==> src/rtl/keypad_scanner.sv <==
`default_nettype none
// ============================================================================
// Module   : keypad_scanner
// Purpose  : 4x4 active-low keypad scanner with press/release debouncing.
//            Define KEYPAD_AUTOREPEAT_EN to pulse key_valid repeatedly while held.
// Revision : 1.0 - initial release
// ============================================================================
module keypad_scanner #(
  parameter int SCAN_TICKS     = 24000,
  parameter int DEBOUNCE_TICKS = 2400000,
  parameter int REPEAT_TICKS   = 12000000
) (
  input  logic       clk,
  input  logic       reset,
  input  logic [3:0] rows,
  output logic [3:0] cols,
  output logic       key_valid,
  output logic [3:0] key_code,
  output logic       key_held
);

  localparam logic [23:0] C_SCAN_LAST = 24'(SCAN_TICKS - 1);
  localparam logic [23:0] C_DB_LAST   = 24'(DEBOUNCE_TICKS - 1);

  typedef enum logic [1:0] {
    S_SCAN       = 2'd0,
    S_PRESS_DB   = 2'd1,
    S_HELD       = 2'd2,
    S_RELEASE_DB = 2'd3
  } state_t;

  logic [3:0]  r_rows_meta;
  logic [3:0]  r_rows_s;
  state_t      r_state;
  logic [1:0]  r_col_idx;
  logic [1:0]  r_row_idx;
  logic [23:0] r_cnt;
  logic        r_key_valid;
  logic [3:0]  r_key_code;
  logic        r_key_held;

  state_t      w_state_nxt;
  logic [1:0]  w_col_nxt;
  logic [1:0]  w_row_nxt;
  logic [23:0] w_cnt_nxt;
  logic        w_valid_nxt;
  logic [3:0]  w_code_nxt;
  logic        w_held_nxt;
  logic [1:0]  w_first_low;
  logic        w_row_low;

`ifdef KEYPAD_AUTOREPEAT_EN
  localparam logic [23:0] C_REP_LAST = 24'(REPEAT_TICKS - 1);
  logic [23:0] r_rep_cnt;
  logic [23:0] w_rep_nxt;
`endif

  always_ff @(posedge clk or negedge reset) begin
    if (!reset) begin
      r_rows_meta <= 4'hF;
      r_rows_s    <= 4'hF;
    end else begin
      r_rows_meta <= rows;
      r_rows_s    <= r_rows_meta;
    end
  end

  // Lowest-index active row wins when several are pressed in one column.
  always_comb begin
    w_first_low = 2'd3;
    if (!r_rows_s[0])      w_first_low = 2'd0;
    else if (!r_rows_s[1]) w_first_low = 2'd1;
    else if (!r_rows_s[2]) w_first_low = 2'd2;
  end

  assign w_row_low = ~r_rows_s[r_row_idx];

  always_ff @(posedge clk or negedge reset) begin
    if (!reset) begin
      r_state     <= S_SCAN;
      r_col_idx   <= 2'd0;
      r_row_idx   <= 2'd0;
      r_cnt       <= 24'd0;
      r_key_valid <= 1'b0;
      r_key_code  <= 4'h0;
      r_key_held  <= 1'b0;
`ifdef KEYPAD_AUTOREPEAT_EN
      r_rep_cnt   <= 24'd0;
`endif
    end else begin
      r_state     <= w_state_nxt;
      r_col_idx   <= w_col_nxt;
      r_row_idx   <= w_row_nxt;
      r_cnt       <= w_cnt_nxt;
      r_key_valid <= w_valid_nxt;
      r_key_code  <= w_code_nxt;
      r_key_held  <= w_held_nxt;
`ifdef KEYPAD_AUTOREPEAT_EN
      r_rep_cnt   <= w_rep_nxt;
`endif
    end
  end

  always_comb begin
    w_state_nxt = r_state;
    w_col_nxt   = r_col_idx;
    w_row_nxt   = r_row_idx;
    w_cnt_nxt   = r_cnt + 24'd1;
    w_valid_nxt = 1'b0;
    w_code_nxt  = r_key_code;
    w_held_nxt  = r_key_held;
`ifdef KEYPAD_AUTOREPEAT_EN
    w_rep_nxt   = r_rep_cnt;
`endif
    case (r_state)
      S_SCAN: begin
        if (r_rows_s != 4'hF) begin
          w_row_nxt   = w_first_low;
          w_cnt_nxt   = 24'd0;
          w_state_nxt = S_PRESS_DB;
        end else if (r_cnt == C_SCAN_LAST) begin
          w_cnt_nxt = 24'd0;
          w_col_nxt = r_col_idx + 2'd1;
        end
      end
      S_PRESS_DB: begin
        if (!w_row_low) begin
          w_cnt_nxt   = 24'd0;
          w_col_nxt   = r_col_idx + 2'd1;
          w_state_nxt = S_SCAN;
        end else if (r_cnt == C_DB_LAST) begin
          w_cnt_nxt   = 24'd0;
          w_valid_nxt = 1'b1;
          w_code_nxt  = {r_row_idx, r_col_idx};
          w_held_nxt  = 1'b1;
          w_state_nxt = S_HELD;
`ifdef KEYPAD_AUTOREPEAT_EN
          w_rep_nxt   = 24'd0;
`endif
        end
      end
      S_HELD: begin
        w_cnt_nxt = 24'd0;
        if (!w_row_low) begin
          w_state_nxt = S_RELEASE_DB;
`ifdef KEYPAD_AUTOREPEAT_EN
        // Waiting at the last count guarantees a gap between back-to-back pulses.
        end else if (r_rep_cnt == C_REP_LAST) begin
          if (!r_key_valid) begin
            w_valid_nxt = 1'b1;
            w_rep_nxt   = 24'd0;
          end
        end else begin
          w_rep_nxt = r_rep_cnt + 24'd1;
`endif
        end
      end
      S_RELEASE_DB: begin
        if (w_row_low) begin
          w_cnt_nxt   = 24'd0;
          w_state_nxt = S_HELD;
        end else if (r_cnt == C_DB_LAST) begin
          w_cnt_nxt   = 24'd0;
          w_held_nxt  = 1'b0;
          w_col_nxt   = r_col_idx + 2'd1;
          w_state_nxt = S_SCAN;
        end
      end
      default: begin
        w_cnt_nxt   = 24'd0;
        w_state_nxt = S_SCAN;
      end
    endcase
  end

  assign cols      = ~(4'b0001 << r_col_idx);
  assign key_valid = r_key_valid;
  assign key_code  = r_key_code;
  assign key_held  = r_key_held;

endmodule
`default_nettype wire

==> config.mk <==
export PLATFORM = sky130hd
export DESIGN_NAME = keypad_scanner
export DESIGN_NICKNAME = d
export VERILOG_FILES = /design/src/rtl/keypad_scanner.sv
export SDC_FILE = /design/constraint.sdc
export NUM_CORES = 1
export LEC_CHECK = 0
export CORE_ASPECT_RATIO = 1.4
export CORE_MARGIN = 3
export CORE_UTILIZATION = 39
export DETAILED_ROUTE_END_ITERATION = 10
export PLACE_DENSITY = 0.7
export SLEW_MARGIN = 15
export SYNTH_ARGS = -nofsm -noshare
export SYNTH_HDL_FRONTEND = slang
export SYNTH_SLANG_ARGS = --single-unit
==> constraint.sdc <==
create_clock -name clk -period 2.02 [get_ports clk]
set_input_delay 0.505 -clock clk [delete_from_list [all_inputs] [get_ports clk]]
set_output_delay 0.505 -clock clk [all_outputs]
set_load 0.01 [all_outputs]
==> flow_summary.rst, run 1 <==
.. list-table::
   :header-rows: 1

   * - Metric
     - Value
   * - Post-synthesis simple-gate area fraction
     - 24.4%
   * - Total of flip-flops plus latches after synthesis
     - between 40 and 50
   * - I/O pin count
     - 16
   * - Max-capacitance violation count
     - 0
   * - Antenna violations before repair
     - 0
   * - Tot GR Track Use
     - 13.5%
   * - # setup viols final
     - 0
   * - Ys flop type
     - sky130_fd_sc_hd__dfrtp_1
   * - Post-synthesis cell area
     - 2220 um2
   * - Detailed-route wire length
     - 4090 um
   * - CTS tree
     - done
   * - Worst VDD drop
     - 382 uV
   * - Multiplexer area fraction after synthesis
     - roughly 4.5%
   * - Number of library cell types mapped by synthesis
     - 44
   * - Pin count of the biggest net entering global routing
     - 45
   * - Non-filler instance count after layout
     - 302
   * - Static leakage
     - 1.18 nW
   * - RSZ-0062 raised after global routing
     - true
   * - Routed via count divided by cell count
     - between 5 and 6
   * - Area fraction in compound gates after synthesis
     - 4.50%
   * - Fin. max-slew vios
     - 0
   * - Count of clock tree sinks
     - 44
   * - Type of element capturing the critical path
     - flop
   * - DP Worst Slack
     - -0.0518 ns
   * - Register area share after synthesis
     - roughly half
   * - Detail Placement HPWL
     - 2950 um
   * - Worst Path Max Fanout
     - 13
   * - Number of nets with antenna violations after detailed routing
     - 0
   * - Via count
     - 1528
   * - Critical path data arrival time
     - 2.20 ns
   * - Reg2reg end
     - r_cnt[16]
   * - Core box area
     - about 5400 um2
   * - Ratio of final minimum period to clock period
     - 99.2%
   * - Nets in the synthesized netlist
     - 204
   * - Clock buffer depth
     - 2
   * - X dimension of the die
     - 69.8 um
   * - Effective utilization at floorplan
     - 41.5%
   * - Average instance area after synthesis
     - 11.5 um2
   * - Post-layout worst setup margin
     - 0.0167 ns
   * - Total inserted antenna cells
     - 0
   * - Classification of the worst setup path
     - flop to flop
   * - Number of placed instances, taps included
     - roughly 290
   * - Most frequent cells in the layout
     - sky130_fd_sc_hd__dfrtp_1 (36), sky130_fd_sc_hd__xnor2_1 (21), sky130_fd_sc_hd__buf_4 (20)
   * - Highest achievable clock rate
     - approximately 500 MHz
   * - Clock network latency to the later pin of the worst-skew pair
     - 0.30 ns
   * - Die H
     - approximately 95 um
   * - Post-synthesis share of cell area spent on xor and xnor gates
     - 9.79%
   * - Row cnt
     - 31
   * - Number of global-route vias before repair
     - 1656
   * - Count of H-tree levels built during CTS
     - 2
   * - Min-Delay Path Class
     - input pin to async pin
   * - Share of synthesized flip-flops with an asynchronous set or reset
     - 100%
   * - R2R Setup Slk
     - roughly 0.017 ns
   * - Number of enable flip-flop cells after synthesis
     - 0
   * - RePlAce Congestion
     - 0.789
   * - Die footprint
     - 6660 um2
   * - Number of DRC markers in iteration 0
     - 72
   * - Share of cells above drive strength 1
     - approximately 36%
   * - Number of hold-slack violations in the final timing report
     - 0
   * - Number of standard cells after synthesis
     - around 190
   * - Clock Skews
     - 0.00799 ns
   * - Count of warnings emitted by yosys
     - 0
   * - Power Density
     - 918 nW/um2
   * - Final Total Pwr
     - between 2 and 3 mW
   * - Clock-pin slew on the worst setup and hold paths
     - roughly 0.090 ns
   * - Outcome
     - finished, final reports clean
   * - Worst Reg-to-Reg Cells
     - 7
   * - Nets
     - ~250
   * - Post-synthesis adder-cell area fraction
     - 2.81%
   * - Master cell of the clock root buffer
     - sky130_fd_sc_hd__clkbuf_8
   * - Synth-to-Final Area Change
     - 26.2%
   * - Data required time at the worst endpoint
     - 2.22 ns
   * - Drc violations
     - 0
   * - Count of TritonRoute iterations in the first routing pass
     - 4
   * - Least-Margin Pin Slew
     - around 0.53 ns
   * - Startpoint class of the critical path
     - flop
   * - Crit Reg-Reg Startpoint
     - r_cnt[0]
   * - Most frequent standard cell in the layout excluding fill and tap cells
     - sky130_fd_sc_hd__dfrtp_1
   * - Minimum clock period after layout
     - around 2.0 ns
   * - Dominant combinational cell family by area after synthesis
     - simple AND/OR/NAND/NOR gates
   * - First-pass GRT wire length
     - about 7100 um
   * - IO buf count
     - 15
   * - Max-slew headroom
     - 64.4%
   * - Sum of overflow across all layers after global routing
     - 0
   * - Total clock buffers created by CTS
     - 5
   * - Routed length per placed instance
     - 13.5 um
   * - End-of-flow core utilization
     - 52.4%
-- sequential cells by signal (all words and copies together), names as in the netlist, named ones only --
name / count
key_valid: 1
r_state: 1
r_row_idx: 2
r_rows_s: 4
r_cnt: 24
key_held: 1
key_code: 4
r_col_idx: 2
r_rows_meta: 4
-- routing by layer --
layer | vias up | part of all wire, % | track usage, %
li1 | 757 | - | -
met1 | 741 | 39 | 13.5
met2 | 20 | 56 | 26.1
met3 | 10 | 2.6 | 2.85
met4 | 0 | 2.4 | 7.03
met5 | - | 0 | 0
-- critical path, stage by stage, from the launching register on --
cell and delay, ns:
sky130_fd_sc_hd__dfrtp_1 0.37, sky130_fd_sc_hd__ha_2 0.19, sky130_fd_sc_hd__and3_4 0.20, sky130_fd_sc_hd__nand2_4 0.06, sky130_fd_sc_hd__or4_4 0.56, sky130_fd_sc_hd__a32oi_4 0.28
sky130_fd_sc_hd__buf_12 0.19, sky130_fd_sc_hd__nor2_1 0.06
-- metrics by stage --
| stage | hold WS, ns | TNS (ns) | area, um2 |
|---|---|---|---|
| after floorplan | 0.209 | 0 | 2220 |
| after global placement | 0.346 | 0 | 2550 |
| after detailed placement | 0.348 | -0.130 | 2550 |
| after CTS | 0.287 | -0.128 | 2720 |
| after global routing | 0.319 | -1.69 | 2810 |
| final | 0.271 | 0 | 2810 |
-- cell usage after synthesis, types with 2 or more instances --
cell type	instances	share of area, %
sky130_fd_sc_hd__xnor2_1	21	8.3
sky130_fd_sc_hd__xor2_1	2	0.79
sky130_fd_sc_hd__and3_1	6	1.7
sky130_fd_sc_hd__nand2_1	8	1.4
sky130_fd_sc_hd__and3_4	2	1.0
sky130_fd_sc_hd__nor2_1	10	1.7
sky130_fd_sc_hd__ha_1	5	2.8
sky130_fd_sc_hd__nor3_1	9	2.0
sky130_fd_sc_hd__inv_1	9	1.5
sky130_fd_sc_hd__mux2_1	5	2.5
sky130_fd_sc_hd__a21oi_1	3	0.68
sky130_fd_sc_hd__nor4_1	3	0.84
sky130_fd_sc_hd__buf_6	3	1.5
sky130_fd_sc_hd__and3_2	3	1.0
sky130_fd_sc_hd__nand3_1	7	1.6
sky130_fd_sc_hd__dfstp_2	8	9.5
sky130_fd_sc_hd__nand4_1	6	1.7
sky130_fd_sc_hd__and4_1	3	1.2
sky130_fd_sc_hd__dfrtp_1	36	41
sky130_fd_sc_hd__nor2_2	20	5.6
-- logic make-up (layout without fill, tap and decap cells) --
kind of cell    count (synthesis)  after routing
simple gates                   87             87
flops                          44             44
xor+xnor                       24             24
buf+inv                        14             57
compound gates                 11             11
mux                             8              8
fa+ha+maj                       5              5
-- worst max path at each step --
stage,endpoint,from
after global routing,r_cnt[16],r_cnt[0]
after floorplan,r_cnt[4],r_cnt[22]
after global placement,r_col_idx[1],r_cnt[22]
final,r_cnt[16],r_cnt[0]
after detailed placement,r_col_idx[1],r_cnt[22]
after CTS,r_cnt[16],r_cnt[20]
-- repair_timing --
action	4_1_cts	5_1_grt
resized for setup	8	15
buffers inserted	4	2
setup endpoints to repair	29	32
hold buffers	0	0
pin swaps	6	15
-- power by group --
group,switching [mW],internal [mW],total [mW]
sequential,0.0687,0.968,1.04
clock,0.295,0.404,0.699
combinational,0.427,0.412,0.839
-- area by class of cell --
type / instances / area [um2]
flip-flops and latches: 44 / 1110
fillers: 453 / 2550
repair buffers: 40 / 357
clock inverters: 2 / 38.8
well taps: 66 / 82.6
clock buffers: 6 / 82.6
multi-input cells: 135 / 1100
inverters: 9 / 33.8
Power figures use the tool's default switching activity.
==> run 2: changes to the inputs <==
--- a/config.mk
+++ b/config.mk
@@ -9,7 +9,7 @@
 export CORE_MARGIN = 3
 export CORE_UTILIZATION = 39
 export DETAILED_ROUTE_END_ITERATION = 10
-export PLACE_DENSITY = 0.7
+export PLACE_DENSITY = 0.68
 export SLEW_MARGIN = 15
 export SYNTH_ARGS = -nofsm -noshare
 export SYNTH_HDL_FRONTEND = slang
==> constraint.sdc (replaced) <==
create_clock -name clk -period 2.14 [get_ports clk]
set_input_delay 0.535 -clock clk [delete_from_list [all_inputs] [get_ports clk]]
set_output_delay 0.535 -clock clk [all_outputs]
set_load 0.01 [all_outputs]
==> flow_summary.rst, run 2 (same netlist as run 1, synthesis figures left out) <==
.. list-table::
   :header-rows: 1

   * - Metric
     - Value
   * - Outcome
     - finished, final reports clean
   * - Met2 track demand over resource
     - 23.7%
   * - Max-capacitance violation count
     - 0
   * - Master cell of the clock root buffer
     - sky130_fd_sc_hd__clkbuf_8
   * - Largest Register
     - r_cnt
   * - Number of placed instances, taps included
     - 281
   * - Least-Margin Pin Slew
     - around 0.55 ns
   * - X dimension of the die
     - 69.8 um
   * - First-pass GRT wire length
     - 6890 um
   * - Met1 track demand over resource in global routing
     - 14.8%
   * - Count of clock tree sinks
     - 44
   * - RePlAce Congestion
     - roughly 0.78
   * - Static leakage
     - 1.11 nW
   * - Critical path data arrival time
     - 2.27 ns
   * - Type of element capturing the critical path
     - flop
   * - Startpoint class of the critical path
     - flop
   * - Die footprint
     - 6660 um2
   * - Row cnt
     - 31
   * - I/O pin count
     - 16
   * - Number of nets with antenna violations after detailed routing
     - 0
   * - Most frequent standard cell in the layout excluding fill and tap cells
     - sky130_fd_sc_hd__dfrtp_1
   * - Total inserted antenna cells
     - 0
   * - Relative contribution of combinational cells to total power
     - between 20% and 30%
   * - Max-slew headroom
     - 63.0%
   * - Nets
     - around 230
   * - Effective utilization at floorplan
     - 41.5%
   * - Part of the total power dissipated in the clock network
     - between 20% and 30%
   * - Post-CTS Hold Fix Bufs
     - 0
   * - Synth-to-Final Area Change
     - 18.1%
   * - Worst Path Max Fanout
     - 9
   * - Worst Reg-to-Reg Cells
     - 6
   * - Die H
     - roughly 95 um
   * - Fin. max-slew vios
     - 0
   * - Switching power total
     - 694 uW
   * - Ratio of final minimum period to clock period
     - 97.4%
   * - Worst VDD drop
     - around 400 uV
   * - # setup viols final
     - 0
   * - Count of H-tree levels built during CTS
     - 2
   * - Post-layout worst setup margin
     - 0.0555 ns
   * - Sum of overflow across all layers after global routing
     - 0
   * - Drc violations
     - 0
   * - DP Worst Slack
     - -0.0115 ns
   * - RSZ-0062 raised after global routing
     - true
   * - Pin count of the biggest net entering global routing
     - 45
   * - CTS tree
     - done
   * - Classification of the worst setup path
     - flop to flop
   * - Most frequent cells in the layout
     - sky130_fd_sc_hd__dfrtp_1 (36), sky130_fd_sc_hd__xnor2_1 (21), sky130_fd_sc_hd__nor2_2 (21)
   * - Number of hold-slack violations in the final timing report
     - 0
   * - Via count
     - 1485
   * - Minimum clock period after layout
     - 2.08 ns
   * - IO buf count
     - 15
   * - Number of DRC markers in iteration 0
     - 43
   * - Share of cells above drive strength 1
     - 31.7%
   * - Detail Placement HPWL
     - 2790 um
   * - Routed length per placed instance
     - ~14 um
   * - Clock buffer depth
     - 2
   * - Clock Skews
     - 0.00620 ns
   * - Detailed-route wire length
     - 3970 um
   * - Non-filler instance count after layout
     - 290
   * - Highest achievable clock rate
     - 480 MHz
   * - Total clock buffers created by CTS
     - 5
   * - Clock-pin slew on the worst setup and hold paths
     - 0.08 ns
   * - Core box area
     - 5350 um2
   * - Switching portion of total power
     - roughly a third
   * - Tot GR Track Use
     - around 13%
   * - Number of global-route vias before repair
     - 1545
   * - Register share of total power
     - a little under half
   * - Routed via count divided by cell count
     - 5.12
   * - Clock network latency to the later pin of the worst-skew pair
     - approximately 0.29 ns
   * - Number of flip-flops under the largest register name
     - 24
   * - Met3 Use GR
     - 2.22%
   * - Count of TritonRoute iterations in the first routing pass
     - 5
   * - Routing layer with the top usage in global route
     - met2
   * - Data required time at the worst endpoint
     - 2.33 ns
   * - Cell internal pwr
     - 1.45 mW
   * - Min-Delay Path Class
     - input pin to async pin
   * - Antenna violations before repair
     - 0
   * - Number of fill cells
     - 483
   * - Power Density
     - about 820 nW/um2
## run 2: stage by stage
stage               instance area [um2]  power (mW)  setup TNS, ns  utilization [%]  hold WS [ns]
detailed placement                 2490        1.62        -0.0115             46.4         0.351
global placement                   2490        1.61              0             46.4         0.345
CTS                                2580        2.14              0             48.3         0.327
floorplan                          2220        1.45              0                -         0.239
finish                             2630        2.15              0             49.1         0.313
global route                       2630        2.28         -0.385             49.1         0.363
## run 2: final cells by class
| class | count | area (um2) | area share [%] |
|---|---|---|---|
| Clock buffer | 5 | 68.8 | 2.62 |
| Clock inverter | 3 | 18.8 | 0.715 |
| Inverter | 9 | 33.8 | 1.29 |
| Multi-Input combinational cell | 135 | 1050 | 40.1 |
| Sequential cell | 44 | 1110 | 42.3 |
| Tap cell | 66 | 82.6 | 3.14 |
| Timing Repair Buffer | 28 | 259 | 9.86 |
## run 2: path summary, 6_finish.rpt
| path | startpoint | endpoint | slack [ns] |
|---|---|---|---|
| worst max register to register | r_cnt[13] | r_cnt[19] | 0.06 |
| worst min register to register | r_rows_meta[2] | r_rows_s[2] | 0.37 |
| worst max-delay path | r_cnt[13] | r_cnt[19] | 0.06 |
| min in group clk | r_rows_meta[2] | r_rows_s[2] | 0.37 |
| worst min-delay path | reset | r_cnt[7] | 0.31 |
| max in group asynchronous | reset | r_state[0] | 1.45 |
## run 2: critical path: stages (launching register included)
cell and delay (ns):
sky130_fd_sc_hd__dfrtp_1 0.42, sky130_fd_sc_hd__nor4_4 0.33, sky130_fd_sc_hd__nand3_2 0.12, sky130_fd_sc_hd__or4_4 0.56, sky130_fd_sc_hd__a32oi_4 0.29, sky130_fd_sc_hd__buf_6 0.20, sky130_fd_sc_hd__nor2_1 0.06
## run 2: power groups by stage
| stage | logic, mW | registers (mW) | clock network [mW] |
|---|---|---|---|
| after global routing | 0.707 | 1.02 | 0.554 |
| after global placement | 0.601 | 1.01 | 0 |
| after floorplan | 0.470 | 0.978 | 0 |
| after CTS | 0.611 | 1.00 | 0.529 |
| final | 0.639 | 0.999 | 0.510 |
| after detailed placement | 0.604 | 1.02 | 0 |
## run 2: metal layers
layer	share of wire, %	vias to the layer above
met5	0	-
met4	1.8	0
met3	3.0	5
met2	52	18
met1	43	734
li1	-	728
## run 2: what timing repair did
item,4_1_cts,5_1_grt
endpoints found under the setup margin,1,31
buffers inserted,0,1
pin swaps,0,1
resized for setup,2,10
==> run 3: changes to the inputs <==
--- a/config.mk
+++ b/config.mk
@@ -6,7 +6,7 @@
 export NUM_CORES = 1
 export LEC_CHECK = 0
 export CORE_ASPECT_RATIO = 1.4
-export CORE_MARGIN = 3
+export CORE_MARGIN = 2
 export CORE_UTILIZATION = 39
 export DETAILED_ROUTE_END_ITERATION = 10
 export PLACE_DENSITY = 0.68
==> flow_summary.rst, run 3 (same netlist as run 1, synthesis figures left out) <==
.. list-table::
   :header-rows: 1

   * - Metric
     - Value
   * - Outcome
     - finished, final reports clean
   * - Number of DRC markers in iteration 0
     - 79
   * - Clock buffer depth
     - 2
   * - Worst Reg-to-Reg Cells
     - 7
   * - Tot GR Track Use
     - 13.8%
   * - Crit Reg-Reg Startpoint
     - r_cnt[0]
   * - Slowest-stage cell, CP
     - sky130_fd_sc_hd__or4_4
   * - Reg2reg end
     - r_cnt[18]
   * - Via count
     - approximately 1500
   * - Drc violations
     - 0
   * - Detail Placement HPWL
     - 2780 um
   * - Data required time at the worst endpoint
     - 2.33 ns
   * - RSZ-0062 raised after global routing
     - true
   * - Power Density
     - between 800 and 900 nW/um2
   * - Ordered cell list for the critical path
     - ha_2 -> and3_4 -> nand2_4 -> or4_4 -> a32oi_4 -> clkbuf_16 -> nor2_2
   * - Number of hold-slack violations in the final timing report
     - 0
   * - Core box area
     - around 5500 um2
   * - Nets
     - 241
   * - Die H
     - 93.3 um
   * - # setup viols final
     - 0
   * - Number of nets with antenna violations after detailed routing
     - 0
   * - Least-Margin Pin Slew
     - 0.432 ns
   * - Clock-pin slew on the worst setup and hold paths
     - ~0.080 ns
   * - Critical Path Max Stage Delay
     - 0.56 ns
   * - Total negative setup slack
     - 0 ns
   * - Non-filler instance count after layout
     - between 200 and 300
   * - DP Worst Slack
     - 0.0242 ns
   * - Antenna violations before repair
     - 0
   * - Min-Delay Path Class
     - input pin to async pin
   * - Count of H-tree levels built during CTS
     - 2
   * - Sum of overflow across all layers after global routing
     - 0
   * - Worst VDD drop
     - 278 uV
   * - Ratio of final minimum period to clock period
     - 99.7%
   * - Effective utilization at floorplan
     - roughly 40%
   * - Type of element capturing the critical path
     - flop
   * - Number of placed instances, taps included
     - 282
   * - Largest Register
     - r_cnt
   * - Minimum clock period after layout
     - between 2 and 2.5 ns
   * - Max-slew headroom
     - 70.8%
   * - Count of clock tree sinks
     - 44
   * - Pin count of the biggest net entering global routing
     - 25
   * - CP delay by family, top
     - simple AND/OR/NAND/NOR gates
   * - Die footprint
     - 6330 um2
   * - Total inserted antenna cells
     - 0
   * - Classification of the worst setup path
     - flop to flop
   * - I/O pin count
     - 16
   * - Static leakage
     - between 1 and 1.5 nW
   * - Row cnt
     - 32
   * - X dimension of the die
     - between 60 and 70 um
   * - Critical path data arrival time
     - 2.32 ns
   * - Max-capacitance violation count
     - 0
   * - R2R Setup Slk
     - 0.006 ns
   * - Logic depth of the worst setup path including buffers
     - 7
   * - Number of global-route vias before repair
     - 1526
   * - Share of cells above drive strength 1
     - 32.0%
   * - Fin. max-slew vios
     - 0
   * - Routed via count divided by cell count
     - 5.15
   * - Synth-to-Final Area Change
     - 21.6%
   * - CTS tree
     - done
   * - Detailed-route wire length
     - between 4000 and 5000 um
   * - First-pass GRT wire length
     - 6780 um
   * - Number of fill cells
     - 512
   * - Post-layout worst setup margin
     - 0.00618 ns
   * - Clock Skews
     - 0.00473 ns
   * - RePlAce Congestion
     - 0.793
   * - Count of TritonRoute iterations in the first routing pass
     - 4
   * - Critical path buffers and inverters
     - 1
   * - Master cell of the clock root buffer
     - sky130_fd_sc_hd__clkbuf_8
   * - Total clock buffers created by CTS
     - 5
   * - Number of flip-flops under the largest register name
     - 24
   * - Most frequent cells in the layout
     - sky130_fd_sc_hd__dfrtp_1 (36), sky130_fd_sc_hd__xnor2_1 (21), sky130_fd_sc_hd__nor2_2 (20)
   * - Worst Path Max Fanout
     - 6
   * - Highest achievable clock rate
     - 469 MHz
   * - Routed length per placed instance
     - 13.5 um
   * - Most frequent standard cell in the layout excluding fill and tap cells
     - sky130_fd_sc_hd__dfrtp_1
   * - Clock network latency to the later pin of the worst-skew pair
     - approximately 0.30 ns
   * - IO buf count
     - 15
   * - Startpoint class of the critical path
     - flop
run 3: repair_timing:
action | 4_1_cts | 5_1_grt
setup buffers | 0 | 7
setup endpoints to repair | 0 | 28
gates resized for setup | 0 | 5
hold buffers | 0 | 0
run 3: metrics by stage:
step	util [%]	hold WS (ns)	power, mW	cell area, um2
2_1_floorplan	-	0.239	1.45	2220
3_3_place_gp	45.1	0.347	1.61	2490
3_5_place_dp	45.1	0.347	1.63	2490
4_1_cts	46.9	0.138	2.18	2590
5_1_grt	48.9	0.149	2.40	2700
6_report	48.9	0.130	2.27	2700
run 3: power by group:
group / switching [mW] / internal, mW
logic: 0.358 / 0.367
registers: 0.0875 / 0.914
clock network: 0.279 / 0.261
run 3: worst max-delay path by stage:
stage,end,startpoint
4_1_cts,r_cnt[11],r_cnt[13]
3_3_place_gp,r_cnt[19],r_cnt[13]
5_1_grt,r_cnt[9],r_cnt[0]
2_1_floorplan,r_cnt[4],r_cnt[13]
6_report,r_cnt[18],r_cnt[0]
3_5_place_dp,r_cnt[11],r_cnt[13]
run 3: area by class of cell:
cell class | count | area (um2) | area share [%]
Timing Repair Buffer | 35 | 334 | 12.4
Tap cell | 68 | 85.1 | 3.15
Inverter | 9 | 33.8 | 1.25
Clock buffer | 6 | 82.6 | 3.05
Sequential cell | 44 | 1110 | 41.1
Clock inverter | 2 | 15.0 | 0.555
Multi-Input combinational cell | 135 | 1040 | 38.5
run 3: routing by layer:
layer | global-route usage (%) | up-vias | routed length, um
met5 | 0 | - | 0
met2 | 23.0 | 21 | 2100
met4 | 6.33 | 0 | 104
li1 | - | 745 | -
met3 | 2.29 | 7 | 104
met1 | 17.0 | 767 | 1710
